$ cat src/rtl/net_pkg.sv
// Shared flit type and width constants for the NIC, the TX rate limiter and the network endpoint.
package net_pkg;

   localparam int unsigned DATA_W  = 64;
   localparam int unsigned KEEP_W  = DATA_W / 8;
   localparam int unsigned CFG_W   = 8;
   localparam int unsigned TOKEN_W = CFG_W + 1;
   localparam int unsigned STAT_W  = 32;

   typedef struct packed {
      logic [DATA_W-1:0] data;
      logic [KEEP_W-1:0] keep;
      logic              last;
   } net_flit_t;

endpackage

$ cat src/rtl/net_token_bucket.sv
// Token bucket: a period counter that triggers refills and a token counter clamped to the
// bucket size, with one token spent per accepted flit.
module net_token_bucket #(
   parameter int unsigned CFG_W   = net_pkg::CFG_W,
   parameter int unsigned TOKEN_W = net_pkg::TOKEN_W
) (
   input  logic             clock,
   input  logic             reset_n,
   input  logic [CFG_W-1:0] inc,
   input  logic [CFG_W-1:0] period,
   input  logic [CFG_W-1:0] size,
   input  logic             spend,
   output logic             has_token
);

   localparam int unsigned SUM_W = TOKEN_W + 1;

   logic [CFG_W-1:0]   period_cnt;
   logic [TOKEN_W-1:0] tokens;
   logic [TOKEN_W-1:0] tokens_next;
   logic [SUM_W-1:0]   sum;
   logic               refill;

   // '>=' rather than '==' so a period shrunk below the current count still wraps.
   always_comb begin
      refill      = (period_cnt >= period);
      sum         = SUM_W'(tokens) - SUM_W'(spend) + (refill ? SUM_W'(inc) : '0);
      tokens_next = (sum > SUM_W'(size)) ? TOKEN_W'(size) : sum[TOKEN_W-1:0];
      has_token   = (tokens != '0);
   end

   always_ff @(posedge clock or negedge reset_n) begin
      if (!reset_n) begin
         period_cnt <= '0;
         tokens     <= '0;
      end else begin
         period_cnt <= refill ? '0 : period_cnt + 1'b1;
         tokens     <= tokens_next;
      end
   end

endmodule

$ cat src/rtl/net_tx_rate_limiter.sv
// Token-bucket throttle on the NIC transmit stream: one registered output stage toward the
// network endpoint plus a saturating count of cycles where a flit waited for tokens.
module net_tx_rate_limiter #(
   parameter int unsigned DATA_W  = net_pkg::DATA_W,
   parameter int unsigned KEEP_W  = DATA_W / 8,
   parameter int unsigned CFG_W   = net_pkg::CFG_W,
   parameter int unsigned TOKEN_W = CFG_W + 1,
   parameter int unsigned STAT_W  = net_pkg::STAT_W
) (
   input  logic              clock,
   input  logic              reset_n,
   input  logic              in_valid,
   output logic              in_ready,
   input  logic [DATA_W-1:0] in_bits_data,
   input  logic [KEEP_W-1:0] in_bits_keep,
   input  logic              in_bits_last,
   output logic              out_valid,
   input  logic              out_ready,
   output logic [DATA_W-1:0] out_bits_data,
   output logic [KEEP_W-1:0] out_bits_keep,
   output logic              out_bits_last,
   input  logic [CFG_W-1:0]  rlimit_inc,
   input  logic [CFG_W-1:0]  rlimit_period,
   input  logic [CFG_W-1:0]  rlimit_size,
   output logic [STAT_W-1:0] throttle_cnt
);

   logic has_token;
   logic accept;

   always_comb begin
      in_ready = has_token & (~out_valid | out_ready);
      accept   = in_valid & in_ready;
   end

   net_token_bucket #(
      .CFG_W   (CFG_W),
      .TOKEN_W (TOKEN_W)
   ) u_bucket (
      .clock     (clock),
      .reset_n   (reset_n),
      .inc       (rlimit_inc),
      .period    (rlimit_period),
      .size      (rlimit_size),
      .spend     (accept),
      .has_token (has_token)
   );

   // Output stage holds its flit while the endpoint stalls; an accept overwrites it only
   // when the slot is free or draining this cycle.
   always_ff @(posedge clock or negedge reset_n) begin
      if (!reset_n) begin
         out_valid     <= 1'b0;
         out_bits_data <= '0;
         out_bits_keep <= '0;
         out_bits_last <= 1'b0;
      end else if (accept) begin
         out_valid     <= 1'b1;
         out_bits_data <= in_bits_data;
         out_bits_keep <= in_bits_keep;
         out_bits_last <= in_bits_last;
      end else if (out_ready) begin
         out_valid     <= 1'b0;
      end
   end

   always_ff @(posedge clock or negedge reset_n) begin
      if (!reset_n) begin
         throttle_cnt <= '0;
      end else if (in_valid && !has_token && !(&throttle_cnt)) begin
         throttle_cnt <= throttle_cnt + 1'b1;
      end
   end

endmodule

$ cat config.mk
export PLATFORM = sky130hd
export DESIGN_NAME = net_tx_rate_limiter
export DESIGN_NICKNAME = d
export VERILOG_FILES = /design/src/rtl/net_pkg.sv /design/src/rtl/net_token_bucket.sv /design/src/rtl/net_tx_rate_limiter.sv
export SDC_FILE = /design/constraint.sdc
export NUM_CORES = 1
export LEC_CHECK = 0
export CAP_MARGIN = 20
export CORE_ASPECT_RATIO = 0.9
export CORE_UTILIZATION = 46
export DETAILED_ROUTE_END_ITERATION = 16
export PLACE_DENSITY = 0.87
export RECOVER_POWER = 25
export SLEW_MARGIN = 20
export SYNTH_ARGS = -nofsm -noshare
export SYNTH_HDL_FRONTEND = slang
export SYNTH_SLANG_ARGS = --single-unit
$ cat constraint.sdc
create_clock -name clock -period 5.9 [get_ports clock]
set_clock_uncertainty 0.15 [all_clocks]
set_input_delay 0.59 -clock clock [delete_from_list [all_inputs] [get_ports clock]]
set_output_delay 0.59 -clock clock [all_outputs]
set_load 0.005 [all_outputs]
==> impl_metrics.py <==
metrics = {
    "yosys": {
        "ys_warn_count": 0,
        "syn_area_per_cell_um2": 12.24,
        "synth_seq_cells": 123,
        "synth_top_flop_cell": "dfrtp_1",
        "synth_nets": 625,
        "synth_common_cells": "dfrtp_1, mux2_2, inv_1, ha_1, xnor2_1",
        "ys_types": 49,
        "async_reset_ff_share_pct": 100.0,
        "synth_edf_count": 0,
        "synth.most_common_cell": "dfrtp_1",
        "netlist_instances": 488,
        "synth_top_cell_by_area": "dfrtp_1",
        "synth_top_area_share_pct": 51.54,
        "synth_seq_area_share_pct": 51.54,
        "synth_area_um2": 5972,
        "synthTopCellsByArea": "dfrtp_1, mux2_2, ha_1",
    },
    "clock_tree": {
        "htree_levels": 4,
        "clockRootBuffer": "clkbuf_16",
        "cts.sinks": 123,
        "hold_buffers": 0,
        "clk_pin_slew_ns": 0.05,
        "cts_buffers": 17,
        "cts_buffer_depth": 2,
        "cts_tree": "built",
        "clock_latency_ns": 0.41,
    },
    "placement": {
        "portBuffers": 207,
        "dp_cells": 853,
        "hpwl_mm": 10.63,
        "place.gp.congestion": 0.8290,
    },
    "floorplan": {
        "die_h_um": 110.1,
        "die-area_um2": 13440,
        "core_um2": 12690,
        "std_cell_rows": 39,
        "die_w_um": 122.1,
        "pin_count": 208,
        "initial_core_util_pct": 47.07,
    },
    "timing": {
        "finalSetupViolCount": 0,
        "fmax_mhz": 179.2,
        "maxSlewViolCount": 64,
        "hold_violations": 0,
        "period_share_pct": 94.61,
        "slew_headroom_pct": -109.9,
        "max_slew.worst_pin.slew_ns": 3.149,
        "rsz0062_at_grt": "false",
        "whs_ns": 0.3450,
        "final.min_clock_period_ns": 5.582,
        "finalSetupTns_ns": 0,
    },
    "layout": {
        "n_antenna_cell": 0,
        "layout-drive-gt1-share_pct": 18.06,
        "instances_no_fill": 884,
        "ff_latch_area_um2": 3078,
        "final_util_pct": 69.21,
        "fillers": 919,
        "multi_input_area_um2": 2694,
        "area_growth_pct": 47.04,
        "nets": 846,
    },
    "setup_path": {
        "critPathLaunchType": "input port",
        "crit_fanout": 8,
        "crit_type": "input port to flip-flop",
        "r2r_slack_ns": 0.40,
        "cp_data_arrival_time_ns": 5.72,
        "critPathRequiredTime_ns": 6.04,
        "worstSetupEndpointType": "flip-flop",
    },
    "grt": {
        "antenna_found_initial": 0,
        "grt_max_degree": 75,
        "grtUsageTotal_pct": 21.57,
        "grt_pass1_wl_mm": 22.14,
        "grt_pass1_vias": 4506,
        "grt_overflow": 0,
    },
    "detailed_routing": {
        "remaining_drc_errors": 0,
        "first_pass_iters": 4,
        "avgRoutedWirePerCell_um": 15.92,
        "drt.antenna.violating_nets": 0,
        "drt_iter0_drc": 211,
        "wl_mm": 14.08,
        "vias_per_cell": 5.117,
        "vias": 4523,
    },
    "run": {
        "drv_cap": 2,
    },
    "power": {
        "clockPowerShare_pct": 24.8,
        "p_sw_mw": 1.271,
        "leakagePower_nw": 3.825,
        "p_per_area_nw_per_um2": 427.3,
        "switching_share_pct": 33.88,
        "pwr-share-seq_pct": 29.0,
        "intPower_mw": 2.481,
        "report.power.total_mw": 3.752,
        "ir_drop_uv": 574.6,
        "share_comb_of_total_power_pct": 46.2,
    },
    "run_status": {
        "outcome": "finished, violations left",
        "violations": "capacitance limit, slew limit",
    },
    "min_path": {
        "min_path_type": "flip-flop to flip-flop",
    },
}
==> layout by cell type (no fill, tap or decap), types with 4 or more instances in the layout <==
master,n
o21ai_0,6
o21a_1,4
mux2_2,81
nor3_1,4
clkinv_2,7
a21oi_1,11
and3_1,5
xor2_1,10
clkdlybuf4s50_1,206
clkbuf_16,17
xnor2_1,30
and2_1,4
ha_1,35
buf_4,5
nand3_1,29
a31oi_1,5
dfrtp_1,123
nor2_1,14
nand4_1,15
nand2_1,14
inv_1,43
==> power by group through the flow <==
stage	sequential [mW]	clock [mW]	combinational [mW]
floorplan	1.09	0	1.13
global placement	1.09	0	1.61
detailed placement	1.10	0	1.68
CTS	1.09	0.952	1.69
global route	1.10	0.994	1.93
finish	1.09	0.930	1.73
==> worst max-delay path: stages <==
cell and delay (ns):
clkdlybuf4s50_1 0.41, ha_1 0.28, nand2b_1 0.14, a21o_1 0.17
a21o_1 0.17, a211oi_1 0.27, o21ai_1 0.15, nand3_1 0.12
ha_1 0.26, inv_1 0.08, ha_1 0.25, a211oi_1 0.25
nor2_1 0.10, o31a_1 0.29, o22ai_1 0.18, xnor2_1 0.17
ha_1 0.31, a2111oi_2 0.31, nand2_1 0.08, a31oi_1 0.17
o211ai_1 0.16, nor3_4 0.40, mux2_2 0.39
==> area by class of cell <==
type	instances	share of cell area [%]
flip-flops and latches	123	35.05
clock inverters	9	0.8407
repair buffers	213	24.01
well taps	164	2.337
inverters	43	1.838
clock buffers	21	5.244
multi-input cells	311	30.68
==> path summary, 6_finish.rpt <==
| check | start | to | depth (start not counted) |
|---|---|---|---|
| min in group asynchronous | reset_n | out_bits_data[42]$_DFFE_PN0P_ | 1 |
| min reg2reg | throttle_cnt[27]$_DFFE_PN0P_ | throttle_cnt[27]$_DFFE_PN0P_ | 1 |
| min | throttle_cnt[27]$_DFFE_PN0P_ | throttle_cnt[27]$_DFFE_PN0P_ | 1 |
| max | rlimit_period[0] | u_bucket.tokens[0]$_DFF_PN0_ | 23 |
| max reg2reg | u_bucket.period_cnt[0]$_DFF_PN0_ | u_bucket.tokens[0]$_DFF_PN0_ | 23 |
| max in group asynchronous | reset_n | throttle_cnt[24]$_DFFE_PN0P_ | 2 |
==> state kept, by name (all words and copies together), names as in the netlist <==
signal and flops:
out_bits_last 1, throttle_cnt 32, out_bits_data 64, out_bits_keep 8, u_bucket.tokens 9, u_bucket.period_cnt 8
out_valid 1
==> repair_timing <==
item / in CTS / in global routing
setup endpoints to repair: 0 / 7
buffers inserted: 0 / 1
resized for setup: 0 / 2
==> logic make-up (layout without fill, tap and decap cells) <==
kind of cell | count (synthesis) | in the layout | share of synthesized area (%)
fa+ha+maj | 36 | 36 | 7.668
other cells | 1 | 1 | 0.06279
compound gates | 42 | 42 | 5.008
flops | 123 | 123 | 51.54
xor+xnor | 40 | 40 | 5.866
buf+inv | 54 | 286 | 3.499
mux | 84 | 84 | 15.78
simple gates | 108 | 108 | 10.58
==> per-stage QoR <==
step | setup WS (ns) | cell area (um2)
4_1_cts | 0.3505 | 8773
3_3_place_gp | 0.09709 | 8239
5_1_grt | 0.009426 | 8781
6_report | 0.3183 | 8781
3_5_place_dp | -0.08400 | 8239
2_1_floorplan | 0.5422 | 5972
==> per-layer routing <==
layer / vias to the layer above / track usage [%] / part of all wire [%]
met3: 14 / 4.938 / 4.9
met2: 137 / 37.61 / 51
li1: 2153 / - / -
met1: 2219 / 25.95 / 42
met5: - / 0 / 0
met4: 0 / 8.449 / 1.4
No activity file was read; power rests on OpenSTA's default activity.
